File: config.mk
export PLATFORM = sky130hd
export DESIGN_NAME = vc_credit_tx_flat
export DESIGN_NICKNAME = d
export VERILOG_FILES = /design/src/rtl/vc_credit_tx_if.sv /design/src/rtl/vc_credit_tx.sv /design/src/flat_wrapper.sv
export SDC_FILE = /design/constraint.sdc
export NUM_CORES = 1
export LEC_CHECK = 0
export ABC_AREA = 1
export CELL_PAD_IN_SITES_DETAIL_PLACEMENT = 0
export CELL_PAD_IN_SITES_GLOBAL_PLACEMENT = 1
export CORE_MARGIN = 2
export CORE_UTILIZATION = 26
export CTS_CLUSTER_DIAMETER = 150
export CTS_CLUSTER_SIZE = 20
export DETAILED_ROUTE_END_ITERATION = 16
export GPL_TIMING_DRIVEN = 0
export PLACE_DENSITY = 0.79
export SLEW_MARGIN = 20
export SYNTH_ARGS = -nofsm -noshare
export SYNTH_HDL_FRONTEND = slang
export SYNTH_SLANG_ARGS = --single-unit
File: constraint.sdc
create_clock -name clk -period 2.6 [get_ports clk]
set_clock_uncertainty 0.05 [all_clocks]
set_input_delay 0.39 -clock clk [delete_from_list [all_inputs] [get_ports clk]]
set_output_delay 0.39 -clock clk [all_outputs]
set_load 0.02 [all_outputs]
File: src/rtl/vc_credit_tx_if.sv
// vc_credit_tx_if: source handshake, downstream push and credit-return signals of one credited link.
interface vc_credit_tx_if #(
  parameter int LANES      = 2,
  parameter int DEPTH_BITS = 2,
  parameter int DATA_WIDTH = 32
);
  localparam int LANE_BITS = $clog2(LANES);
  logic [LANES-1:0]              src_valid;
  logic [LANES*DATA_WIDTH-1:0]   src_data;
  logic [LANES-1:0]              src_ready;
  logic                          push;
  logic [LANE_BITS-1:0]          push_lane;
  logic [DATA_WIDTH-1:0]         din;
  logic                          credit_ret;
  logic [LANE_BITS-1:0]          credit_lane;
  logic [LANES*(DEPTH_BITS+1)-1:0] credits;
  logic                          credit_err;
  modport master (
    input  src_valid, src_data, credit_ret, credit_lane,
    output src_ready, push, push_lane, din, credits, credit_err
  );
  modport slave (
    output src_valid, src_data, credit_ret, credit_lane,
    input  src_ready, push, push_lane, din, credits, credit_err
  );
endinterface

File: src/rtl/vc_credit_tx.sv
// vc_credit_tx: credit-based round-robin transmitter feeding a downstream multilane FIFO.
module vc_credit_tx #(
  parameter int LANES      = 2,
  parameter int DEPTH_BITS = 2,
  parameter int DATA_WIDTH = 32
) (
  input logic          clk,
  input logic          reset,
  vc_credit_tx_if.master bus
);
  localparam int LANE_BITS = $clog2(LANES);
  localparam int CW = DEPTH_BITS + 1;
  localparam logic [CW-1:0] DEPTH = CW'(2**DEPTH_BITS);
  localparam logic [LANE_BITS:0] LANES_W = (LANE_BITS+1)'(LANES);
  localparam logic [LANE_BITS-1:0] LAST = LANE_BITS'(LANES - 1);
  logic [CW-1:0]         credit [LANES];
  logic [DATA_WIDTH-1:0] lane_data [LANES];
  logic [LANES-1:0]      elig, inc, dec;
  logic [LANE_BITS-1:0]  rr_ptr, g;
  logic [LANE_BITS:0]    idx;
  logic                  found, take;
  for (genvar i = 0; i < LANES; i++) begin : g_lane
    assign lane_data[i] = bus.src_data[i*DATA_WIDTH +: DATA_WIDTH];
    assign elig[i] = bus.src_valid[i] & (credit[i] != '0);
    assign dec[i] = take && (g == LANE_BITS'(i));
    assign inc[i] = bus.credit_ret && (bus.credit_lane == LANE_BITS'(i));
    assign bus.credits[i*CW +: CW] = credit[i];
  end
  // First eligible lane at or after rr_ptr, wrapping modulo LANES.
  always_comb begin
    g = rr_ptr;
    found = 1'b0;
    idx = '0;
    for (int i = 0; i < LANES; i++) begin
      idx = {1'b0, rr_ptr} + (LANE_BITS+1)'(i);
      idx = idx >= LANES_W ? idx - LANES_W : idx;
      if (!found && elig[idx[LANE_BITS-1:0]]) begin
        found = 1'b1;
        g = idx[LANE_BITS-1:0];
      end
    end
    take = found & ~reset;
  end
  assign bus.src_ready = take ? LANES'(1) << g : '0;
  always_ff @(posedge clk) begin
    if (reset) begin
      for (int l = 0; l < LANES; l++) credit[l] <= DEPTH;
      bus.push       <= 1'b0;
      bus.push_lane  <= '0;
      bus.din        <= '0;
      bus.credit_err <= 1'b0;
      rr_ptr         <= '0;
    end else begin
      bus.push <= take;
      if (take) begin
        bus.push_lane <= g;
        bus.din       <= lane_data[g];
        rr_ptr        <= g == LAST ? '0 : g + 1'b1;
      end
      // A same-lane return and grant cancel out; a lone return to a full lane saturates and flags.
      for (int l = 0; l < LANES; l++) begin
        if (inc[l] && !dec[l]) begin
          if (credit[l] == DEPTH) bus.credit_err <= 1'b1;
          else credit[l] <= credit[l] + 1'b1;
        end else if (dec[l] && !inc[l]) begin
          credit[l] <= credit[l] - 1'b1;
        end
      end
    end
  end
endmodule
File: src/flat_wrapper.sv
// flat-port wrapper written by rule: the top's interface ports become plain ports
module vc_credit_tx_flat 
#(
  parameter int LANES      = 2,
  parameter int DEPTH_BITS = 2,
  parameter int DATA_WIDTH = 32
)
  (clk, reset, bus_src_valid, bus_src_data, bus_credit_ret, bus_credit_lane, bus_src_ready, bus_push, bus_push_lane, bus_din, bus_credits, bus_credit_err);
  vc_credit_tx_if #(.LANES(LANES), .DEPTH_BITS(DEPTH_BITS), .DATA_WIDTH(DATA_WIDTH)) bus_i ();
  input logic clk;
  input logic reset;
  input wire logic [$bits(bus_i.src_valid)-1:0] bus_src_valid;
  input wire logic [$bits(bus_i.src_data)-1:0] bus_src_data;
  input wire logic [$bits(bus_i.credit_ret)-1:0] bus_credit_ret;
  input wire logic [$bits(bus_i.credit_lane)-1:0] bus_credit_lane;
  output wire logic [$bits(bus_i.src_ready)-1:0] bus_src_ready;
  output wire logic [$bits(bus_i.push)-1:0] bus_push;
  output wire logic [$bits(bus_i.push_lane)-1:0] bus_push_lane;
  output wire logic [$bits(bus_i.din)-1:0] bus_din;
  output wire logic [$bits(bus_i.credits)-1:0] bus_credits;
  output wire logic [$bits(bus_i.credit_err)-1:0] bus_credit_err;
  assign bus_i.src_valid = bus_src_valid;
  assign bus_i.src_data = bus_src_data;
  assign bus_i.credit_ret = bus_credit_ret;
  assign bus_i.credit_lane = bus_credit_lane;
  assign bus_src_ready = bus_i.src_ready;
  assign bus_push = bus_i.push;
  assign bus_push_lane = bus_i.push_lane;
  assign bus_din = bus_i.din;
  assign bus_credits = bus_i.credits;
  assign bus_credit_err = bus_i.credit_err;
  vc_credit_tx #(.LANES(LANES), .DEPTH_BITS(DEPTH_BITS), .DATA_WIDTH(DATA_WIDTH)) u_core (.clk(clk), .reset(reset), .bus(bus_i));
endmodule
==> flow_metrics.py <==
metrics = {
    "run_status": {
        "outcome": "complete, no violations",
    },
    "place": {
        "dpl.cell_count": 530,
        "post-dp-hpwl_um": 4870,
        "gp_congestion": 0.774,
        "io_buffers": 111,
    },
    "cells_and_area": {
        "drive_gt1_share_pct": 8.08,
        "final_nets": 506,
        "stdcell_count": 538,
        "antenna-diode-count": 0,
        "n_fill_cell": 874,
        "area_delta_synth_final_pct": 62.2,
        "final_core_util_pct": 43.0,
    },
    "power_and_ir_drop": {
        "vdd_drop_max_uv": 196,
        "cellPowerDensity_mw_per_mm2": 505,
        "p_leak_uw": 0.00167,
    },
    "synth": {
        "ys_ff_latch": 42,
        "syn-cell-area_mm2": 0.00215,
        "synth_nets": 388,
        "post_synth.cell_area_avg_um2": 6.83,
        "synth_top_cell_by_area": "dfxtp_1",
        "yosysSeqAreaShare_pct": 42.0,
        "synthTopCellsByArea": "dfxtp_1, nand2_1, edfxtp_1",
        "syn_inst": 314,
        "yosysUniqueCellTypes": 27,
        "yosysTopAreaCellShare_pct": 33.6,
        "synth_warnings": 0,
    },
    "route": {
        "drcViolationCount": 0,
        "dr.max_layer_used": "met4",
        "via_per_inst": 4.26,
        "wl_um": 6390,
        "wl_per_cell_um": 11.9,
        "dr.pass1.iters": 4,
        "via_count": 2293,
        "drt_iter0_markers": 50,
        "route.met2.wl_um": 3080,
        "met1_length_um": 2810,
        "route.antenna.remaining_nets": 0,
        "dr_wl_met3_um": 470,
    },
    "global_routing": {
        "grt_pass1_wl_um": 10000,
        "antenna_found_initial": 0,
        "grt_overflow": 0,
        "first_global_vias": 2124,
        "track_usage_pct": 14.3,
        "grt_max_degree": 13,
    },
    "die": {
        "io_pins": 113,
        "die_h_um": 94.8,
        "core_area_mm2": 0.00809,
        "initial_utilization_pct": 26.5,
        "die-area_mm2": 0.00900,
        "num_rows": 33,
        "die_w_um": 94.8,
    },
    "worst_setup_path": {
        "r2r_end": "u_core.credit[0][2]",
        "crit_path_end_kind": "primary output",
        "reg2reg_depth": 9,
        "crit_start": "u_core.credit[1][0]",
        "crit_buf_inv": 4,
        "worstPathRequired_ns": 2.16,
        "max_stage_delay_ns": 0.43,
        "worst-setup-path-type": "register to primary output",
        "regToRegStartpoint": "u_core.credit[1][0]",
        "cp_max_fo": 10,
        "path_cells": "inv_1 > ha_1 > nand2_2 > nand3_1 > nand3_2 > inv_4 > buf_6 > dlygate4sd2_1",
        "arrival_ns": 2.00,
        "crit_end": "bus_src_ready[0]",
        "cp_slowest_cell": "edfxtp_1",
        "critical_path.top_delay_family": "buffers and inverters",
        "start_kind": "register",
        "r2r_slack_ns": 0.25,
        "worst-path-stages": 8,
    },
    "sta": {
        "maxSlewViolCount": 0,
        "hold_viol_final": 0,
        "fmax_mhz": 411,
        "worst_pin_slew_ns": 0.425,
        "final-setup-viol-count": 0,
        "rsz0062_at_grt": "false",
        "fin_crit_sh_pct": 93.7,
        "fin_crit_ns": 2.44,
        "relSlewSlack_pct": 71.5,
    },
    "worst_hold_path": {
        "hold_path_class": "input port to register",
    },
    "clocking": {
        "clock_latency_ns": 0.29,
        "tritoncts": "yes",
        "cts_buffers": 5,
        "clock_sinks": 42,
        "cts_root_buffer": "clkbuf_8",
        "clk_path_buf_depth": 2,
        "cts_hold_buf": 0,
        "post-cts-setup-buffer-count": 0,
        "clk_pin_slew_ns": 0.08,
        "htree_levels": 2,
    },
    "run": {
        "cap_viol_max_count": 0,
    },
}
==> placed cells by master, fill, tap and decap left out, types with 2 or more instances in the layout <==
| cell | n |
|---|---|
| nand2_1 | 138 |
| clkdlybuf4s50_1 | 109 |
| inv_1 | 44 |
| dfxtp_1 | 36 |
| nand3_1 | 31 |
| nor2_1 | 7 |
| buf_6 | 6 |
| buf_2 | 6 |
| clkbuf_8 | 6 |
| edfxtp_1 | 6 |
| a31oi_1 | 5 |
| nand2_2 | 4 |
| nor2_2 | 3 |
| inv_2 | 3 |
| nand4_1 | 3 |
| a21oi_1 | 3 |
| ha_1 | 3 |
| inv_4 | 2 |
| o211ai_1 | 2 |
| xor2_1 | 2 |
| o21ai_0 | 2 |
| dlygate4sd2_1 | 2 |
==> registers in the layout, summed over array words and instances, names as in the netlist <==
| register | flops |
|---|---|
| u_core.bus.din | 32 |
| u_core.bus.push | 1 |
| u_core.credit | 6 |
| u_core.bus.push_lane | 1 |
| u_core.bus.credit_err | 1 |
| u_core.rr_ptr | 1 |
==> kinds of logic after synthesis <==
| logic type | share of synthesized area (%) |
|---|---|
| AOI/OAI and AO/OA | 3.73 |
| xor gates and xnor gates | 1.22 |
| adders and majority gates | 2.68 |
| buffers and inverters | 13.6 |
| DFF | 42.0 |
| and+or+nand+nor | 36.8 |
==> worst min-delay path by stage <==
stage	slack, ns	endpoint	depth (start not counted)	from
floorplan	0.39	u_core.rr_ptr	2	u_core.rr_ptr
global placement	0.41	u_core.rr_ptr	2	u_core.rr_ptr
detailed placement	0.41	u_core.rr_ptr	2	u_core.rr_ptr
CTS	0.30	u_core.bus.din[0]	2	reset
global route	0.29	u_core.bus.din[26]	2	reset
finish	0.31	u_core.bus.din[0]	2	reset
==> cell type report <==
| class | instances | area [um2] | area share, % |
|---|---|---|---|
| repair buffers | 111 | 1110 | 31.9 |
| multi-input cells | 210 | 953 | 27.4 |
| flip-flops and latches | 42 | 901 | 25.9 |
| inverters | 49 | 189 | 5.43 |
| well taps | 105 | 131 | 3.78 |
| plain buffers | 13 | 105 | 3.02 |
| clock buffers | 7 | 86.3 | 2.48 |
| clock inverters | 1 | 5.00 | 0.144 |
==> through the flow <==
step | setup WS (ns) | TNS (ns) | hold slack, ns | area (um2) | power (uW)
after floorplan | 0.324 | 0 | 0.393 | 2150 | 1060
after global placement | -0.0311 | -0.0311 | 0.412 | 3390 | 1340
after detailed placement | -0.0188 | -0.0188 | 0.413 | 3390 | 1340
after CTS | 0.0854 | 0 | 0.296 | 3480 | 1790
after global routing | 0.0226 | 0 | 0.293 | 3480 | 1870
final | 0.164 | 0 | 0.306 | 3480 | 1760
==> cells in the mapped netlist, drive strengths merged <==
cell	n
xnor2	1
o21ai	2
xor2	2
dfxtp	36
ha	3
nor2	10
nand2	142
nand3	32
o211ai	2
buf	13
a21oi	4
nand4	3
nor3	1
or2	2
edfxtp	6
a31oi	5
inv	49
fa	1
==> metal layers <==
metal	up-vias	global-route usage, %
met5	-	0
li1	1188	-
met3	4	3.67
met1	1031	17.8
met4	0	2.54
met2	70	25.2
==> power breakdown <==
group / switching [uW] / internal (uW)
registers: 36.6 / 721
logic: 277 / 282
clock network: 226 / 215
==> repair_timing <==
action | CTS | global route
endpoints found under the setup margin | 2 | 1
cloned | 0 | 0
gates resized for setup | 2 | 1
pin swaps | 0 | 0
Note: power is estimated with default switching activity, not from simulation.
